<file path="config.mk">
export PLATFORM = sky130hd
export DESIGN_NAME = writeback_unit
export DESIGN_NICKNAME = d
export VERILOG_FILES = /design/src/rtl/writeback_unit_pkg.sv /design/src/rtl/writeback_unit_load_align.sv /design/src/rtl/writeback_unit.sv
export SDC_FILE = /design/constraint.sdc
export NUM_CORES = 1
export LEC_CHECK = 0
export CORE_MARGIN = 3
export CORE_UTILIZATION = 38
export DETAILED_ROUTE_END_ITERATION = 7
export GPL_ROUTABILITY_DRIVEN = 1
export PLACE_DENSITY = 0.78
export SLEW_MARGIN = 40
export SYNTH_ARGS = -nofsm -noshare
export SYNTH_HDL_FRONTEND = slang
export SYNTH_SLANG_ARGS = --single-unit
</file>
<file path="constraint.sdc">
create_clock -name clock -period 1.86 [get_ports clock]
set_input_delay 0.372 -clock clock [delete_from_list [all_inputs] [get_ports clock]]
set_output_delay 0.372 -clock clock [all_outputs]
set_load 0.01 [all_outputs]
</file>
<file path="src/rtl/writeback_unit_pkg.sv">
// Shared encodings for the writeback stage: result-source selects, load funct3 codes, FSM states.
// Latency: n/a (types and constants only).
// Backpressure: n/a.
package writeback_unit_pkg;

    // Result source select carried with each retiring instruction; 2'b11 is reserved and behaves as ALU.
    localparam logic [1:0] WB_ALU = 2'b00;
    localparam logic [1:0] WB_MEM = 2'b01;
    localparam logic [1:0] WB_PC4 = 2'b10;

    // Load widths as encoded in funct3; any other code is handled as a full word.
    localparam logic [2:0] F3_LB  = 3'b000;
    localparam logic [2:0] F3_LH  = 3'b001;
    localparam logic [2:0] F3_LW  = 3'b010;
    localparam logic [2:0] F3_LBU = 3'b100;
    localparam logic [2:0] F3_LHU = 3'b101;

    typedef enum logic [1:0] {
        S_IDLE     = 2'd0,
        S_WAIT_MEM = 2'd1,
        S_COMMIT   = 2'd2
    } wb_state_t;

endpackage

</file>
<file path="src/rtl/writeback_unit_load_align.sv">
// Load aligner: extracts and sign/zero-extends a byte, halfword or word from a raw memory word.
// Latency: purely combinational.
// Backpressure: none.
module writeback_unit_load_align
    import writeback_unit_pkg::*;
(
    input  logic [31:0] i_rdata,
    input  logic [1:0]  i_addr,
    input  logic [2:0]  i_funct3,
    output logic [31:0] o_data,
    output logic        o_misaligned
);

    logic [7:0]  w_byte;
    logic [15:0] w_half;

    // Pick the addressed byte and halfword lanes out of the word.
    always_comb begin
        w_byte = i_rdata[7:0];
        case (i_addr)
            2'd0: w_byte = i_rdata[7:0];
            2'd1: w_byte = i_rdata[15:8];
            2'd2: w_byte = i_rdata[23:16];
            2'd3: w_byte = i_rdata[31:24];
            default: w_byte = i_rdata[7:0];
        endcase
        w_half = i_addr[1] ? i_rdata[31:16] : i_rdata[15:0];
    end

    // Extend according to load type; unknown funct3 falls through to the word path.
    always_comb begin
        o_data       = i_rdata;
        o_misaligned = (i_addr != 2'b00);
        case (i_funct3)
            F3_LB: begin
                o_data       = {{24{w_byte[7]}}, w_byte};
                o_misaligned = 1'b0;
            end
            F3_LBU: begin
                o_data       = {24'd0, w_byte};
                o_misaligned = 1'b0;
            end
            F3_LH: begin
                o_data       = {{16{w_half[15]}}, w_half};
                o_misaligned = i_addr[0];
            end
            F3_LHU: begin
                o_data       = {16'd0, w_half};
                o_misaligned = i_addr[0];
            end
            default: begin
                o_data       = i_rdata;
                o_misaligned = (i_addr != 2'b00);
            end
        endcase
    end

endmodule

</file>
<file path="src/rtl/writeback_unit.sv">
// Writeback stage: retires one instruction per handshake into the register-file write port (optional WB_RETIRE_COUNT_EN adds retired_count).
// Latency: 1 cycle accept->commit for ALU/PC4; loads commit the cycle after mem_rvalid.
// Backpressure: in_ready low only while waiting for load data; COMMIT accepts back-to-back.
module writeback_unit
    import writeback_unit_pkg::*;
#(
    parameter int XLEN   = 32,
    parameter int REG_AW = 5
) (
    input  logic              clock,
    input  logic              reset,
    input  logic              in_valid,
    output logic              in_ready,
    input  logic [REG_AW-1:0] in_rd,
    input  logic              in_reg_write,
    input  logic [1:0]        in_wb_sel,
    input  logic [2:0]        in_funct3,
    input  logic [XLEN-1:0]   in_alu_result,
    input  logic [XLEN-1:0]   in_pc4,
    input  logic              mem_rvalid,
    input  logic [XLEN-1:0]   mem_rdata,
    output logic [REG_AW-1:0] A3,
    output logic [XLEN-1:0]   WR3,
    output logic              writeRegister,
    output logic              fwd_valid,
    output logic [REG_AW-1:0] fwd_rd,
`ifdef WB_RETIRE_COUNT_EN
    output logic [31:0]       retired_count,
`endif
    output logic              misalign
);

    wb_state_t         r_state;
    wb_state_t         w_next_state;
    logic              w_accept;
    logic              w_load_done;
    logic              w_we;
    logic              w_fwd_valid;

    logic [REG_AW-1:0] r_rd;
    logic              r_reg_write;
    logic [2:0]        r_funct3;
    logic [1:0]        r_addr_lo;
    logic [REG_AW-1:0] r_a3;
    logic [XLEN-1:0]   r_wr3;
    logic              r_cur_misaligned;
    logic              r_misalign;

    logic [XLEN-1:0]   w_ld_data;
    logic              w_ld_misaligned;

    writeback_unit_load_align u_load_align (
        .i_rdata      (mem_rdata),
        .i_addr       (r_addr_lo),
        .i_funct3     (r_funct3),
        .o_data       (w_ld_data),
        .o_misaligned (w_ld_misaligned)
    );

    // State register.
    always_ff @(posedge clock) begin
        if (reset) begin
            r_state <= S_IDLE;
        end else begin
            r_state <= w_next_state;
        end
    end

    // Next-state, handshake and write-port qualifiers.
    always_comb begin
        w_next_state = r_state;
        in_ready     = (r_state != S_WAIT_MEM);
        w_accept     = in_valid && (r_state != S_WAIT_MEM);
        w_load_done  = 1'b0;
        w_we         = 1'b0;
        w_fwd_valid  = 1'b0;
        case (r_state)
            S_IDLE: begin
                if (w_accept) begin
                    w_next_state = (in_wb_sel == WB_MEM) ? S_WAIT_MEM : S_COMMIT;
                end
            end
            S_WAIT_MEM: begin
                w_fwd_valid = r_reg_write && (r_rd != '0);
                if (mem_rvalid) begin
                    w_load_done  = 1'b1;
                    w_next_state = S_COMMIT;
                end
            end
            S_COMMIT: begin
                w_fwd_valid = r_reg_write && (r_rd != '0);
                w_we        = r_reg_write && (r_rd != '0) && !r_cur_misaligned;
                if (w_accept) begin
                    w_next_state = (in_wb_sel == WB_MEM) ? S_WAIT_MEM : S_COMMIT;
                end else begin
                    w_next_state = S_IDLE;
                end
            end
            default: w_next_state = S_IDLE;
        endcase
    end

    // Latch the accepted instruction; load the write port on the way into COMMIT.
    always_ff @(posedge clock) begin
        if (reset) begin
            r_rd             <= '0;
            r_reg_write      <= 1'b0;
            r_funct3         <= 3'd0;
            r_addr_lo        <= 2'd0;
            r_a3             <= '0;
            r_wr3            <= '0;
            r_cur_misaligned <= 1'b0;
            r_misalign       <= 1'b0;
        end else begin
            if (w_accept) begin
                r_rd             <= in_rd;
                r_reg_write      <= in_reg_write;
                r_funct3         <= in_funct3;
                r_addr_lo        <= in_alu_result[1:0];
                r_cur_misaligned <= 1'b0;
                if (in_wb_sel != WB_MEM) begin
                    r_a3  <= in_rd;
                    r_wr3 <= (in_wb_sel == WB_PC4) ? in_pc4 : in_alu_result;
                end
            end
            if (w_load_done) begin
                r_a3             <= r_rd;
                r_wr3            <= w_ld_data;
                r_cur_misaligned <= w_ld_misaligned;
                if (w_ld_misaligned) begin
                    r_misalign <= 1'b1;
                end
            end
        end
    end

`ifdef WB_RETIRE_COUNT_EN
    logic [31:0] r_retired;

    // Count every COMMIT cycle, suppressed writes included; wraps naturally.
    always_ff @(posedge clock) begin
        if (reset) begin
            r_retired <= 32'd0;
        end else if (r_state == S_COMMIT) begin
            r_retired <= r_retired + 32'd1;
        end
    end

    assign retired_count = r_retired;
`endif

    assign A3            = r_a3;
    assign WR3           = r_wr3;
    assign writeRegister = w_we;
    assign fwd_valid     = w_fwd_valid;
    assign fwd_rd        = r_rd;
    assign misalign      = r_misalign;

endmodule

</file>
==> metrics.md <==
| Metric | Value |
|---|---|
| Cell variety after synth | 43 |
| Detailed Place HPWL | 9.20 mm |
| Status | finished with violations |
| Synth Net Count | 545 |
| Number of remaining DRC errors | 0 |
| Via-per-instance ratio | 5.54 |
| Clk sink count | 52 |
| Die width | 99.8 um |
| Final Routed Wirelength | 12.1 mm |
| Via count | 3844 |
| Final non-filler cell total | 694 |
| TritonCTS clock tree | done |
| Filler cells | 713 |
| DIE AREA | 9960 um^2 |
| CTS buffer count | 5 |
| Post-synthesis simple-gate area fraction | 29.6% |
| Average size of a mapped cell | 7.77 um^2 |
| Worst hold slack | 496 ps |
| Nets | 703 |
| Leakage | 2.05 nW |
| Fmax | 527 MHz |
| Cells after Synth | 430 |
| Crit path DAT | 1530 ps |
| Clock buffer depth | 2 |
| Core box area | 8380 um^2 |
| Cts hold-fix bufs | 0 |
| Largest net degree at the start of global routing | 35 |
| Final hold vios | 0 |
| IO Port Bufs | 156 |
| # setup viols final | 2 |
| Pwr dens | 582 nW/um^2 |
| # rows | 33 |
| Vias in the first global route | 3875 |
| Slew margin rel. | 65.0% |
| First-pass GRT wire length | 19.3 mm |
| Setup Skew | 4.69 ps |
| Root Buffer Master | clkbuf_8 |
| Period minus WS final | 1900 ps |
| Overflow left after global routing | 0 |
| GRT Total Usage | 23.8% |
| Post-synth EDFFs | 0 |
| Register area share after synthesis | 31.1% |
| Setup ws final | -37.4 ps |
| GR Layer Usage met1 | 30.0% |
| Design area | 5350 um^2 |
| Final Cycle Share | 102% |
| Inst Count DP | 685 |
| Fraction of layout cells with a size suffix above 1 | 14.4% |
| H-tree depth | 2 |
| Synthesized area | 3340 um^2 |
| Antenna cells | 0 |
| Fin. max-slew vios | 0 |
| Drt pass-1 iters | 4 |
| Mux cell area share after synthesis | 5.91% |
| Pwr Total | 3.12 mW |
| Largest family of logic cells by synthesized area | simple AND/OR/NAND/NOR gates |
| Failing checks | negative setup slack |
| Async S/R FF share, synth | 0% |
| Detail Route Antenna Nets | 0 |
| RSZ-0062 raised after global routing | yes |
| Initial antenna violation count | 0 |
| Starting Density | 39.9% |
| Peak VDD IR | 0.352 mV |
| Max cap viols | 0 |
| Most Crowded Layer GR | met2 |
| Commonest non-fill, non-tap cells in the layout | clkdlybuf4s50_1 (152), nand2_1 (101), dfxtp_1 (49) |
| Synthesized flop and latch total | 52 |
| Die Span Y | 99.8 um |
| Commonest non-fill, non-tap cell in the layout | clkdlybuf4s50_1 |
| Ys Warns | 0 |
| Adder-cell area share of the yosys netlist | 1.50% |
| Worst setup SP type | flip-flop |
| 1st-iter DRT viols | 220 |
| Placed instance area | 5180 um^2 |
| Global Route met2 Usage | 41.4% |
| Hold/Removal Path Class | reg -> reg |
| DR WL/cell | 17.5 um |
| CTS clk-pin slew, worst paths | 110 ps |
| CP Max Fanout | 2 |
| CP endpoint kind | output port |
| Num ports | 157 |
| Least-Margin Pin Slew | 524 ps |
| Worst endpoint required time | 1490 ps |
| CP Class | reg -> out |
| Area Overhead vs Synth | 60.1% |
| Placer's final routability congestion estimate | 0.831 |
| Worst-Skew Late Latency | 310 ps |
| GR Layer Usage met3 | 3.96% |
| XOR/XNOR share of the synthesized area | 0% |
| Synth Area in Compound Gates | 25.7% |
| Most common flop cell mapped by yosys | dfxtp_1 |
layout make-up:
cell class / count / area (um^2) / area share, %
multi-input cells: 330 / 2180 / 40.7
repair buffers: 193 / 1880 / 35.1
flip-flops and latches: 52 / 1040 / 19.5
well taps: 105 / 131 / 2.45
clock buffers: 5 / 68.8 / 1.29
clock inverters: 3 / 27.5 / 0.514
inverters: 6 / 22.5 / 0.421
critical path, stage by stage, from the launching register on:
cell,delay (ps)
dfxtp_2,340
or4_4,530
o21ai_4,140
nor3b_1,70
buf_2,140
routing by layer:
metal | routed length, um | vias to the layer above | part of all wire, %
met2 | 5920 | 149 | 49
met5 | 0 | - | 0
li1 | - | 1880 | -
met4 | 252 | 0 | 2.1
met3 | 833 | 24 | 6.9
met1 | 5120 | 1791 | 42
per-stage QoR:
| step | setup TNS [ps] | setup WS [ps] | utilization, % |
|---|---|---|---|
| 3_5_place_dp | -7160 | -278 | 61.9 |
| 6_report | -73.8 | -37.4 | 63.9 |
| 3_3_place_gp | -6110 | -212 | 61.8 |
| 5_1_grt | -183 | -92.3 | 63.9 |
| 4_1_cts | -153 | -76.9 | 63.2 |
| 2_1_floorplan | 0 | 48.9 | - |
flip-flops by register name, summed over array words and instances (netlist names):
register          count
WR3                  32
r_state               2
r_funct3              3
r_cur_misaligned      1
r_addr_lo             2
misalign              1
A3                    5
r_reg_write           1
fwd_rd                5
power by group:
| group | internal [mW] | switching [mW] |
|---|---|---|
| Clock | 0.278 | 0.423 |
| Combinational | 0.635 | 0.506 |
| Sequential | 1.21 | 0.0636 |
cell families after synthesis:
| kind of cell | Yosys count |
|---|---|
| mux | 16 |
| flops | 52 |
| compound gates | 109 |
| buf+inv | 48 |
| fa+ha+maj | 4 |
| simple gates | 201 |
synth_stat cells (8+ instances only):
library cell / number / share of area (%)
a21oi_1: 24 / 3.6
a221oi_2: 10 / 4.5
a31oi_1: 9 / 1.7
and3_1: 32 / 6.0
and3b_1: 8 / 2.1
buf_2: 13 / 1.9
clkbuf_1: 24 / 2.7
dfxtp_1: 52 / 31
nand2_1: 102 / 11
nand2b_1: 28 / 5.2
nor2_1: 15 / 1.7
o32ai_1: 24 / 6.3
what timing repair did:
item                                    in CTS  in global routing
gates resized for setup                     17                 10
setup buffers                                1                  0
pin swaps                                    4                  1
endpoints found under the setup margin      29                 39
worst paths after layout:
check / slack [ps] / end / start / cells past startpoint
max: -40 / writeRegister / fwd_rd[3] / 4
min: 500 / WR3[20] / WR3[20] / 2
max reg2reg: 140 / WR3[16] / r_addr_lo[1] / 5
min reg2reg: 500 / WR3[20] / WR3[20] / 2
No activity file was read; power rests on OpenSTA's default activity.
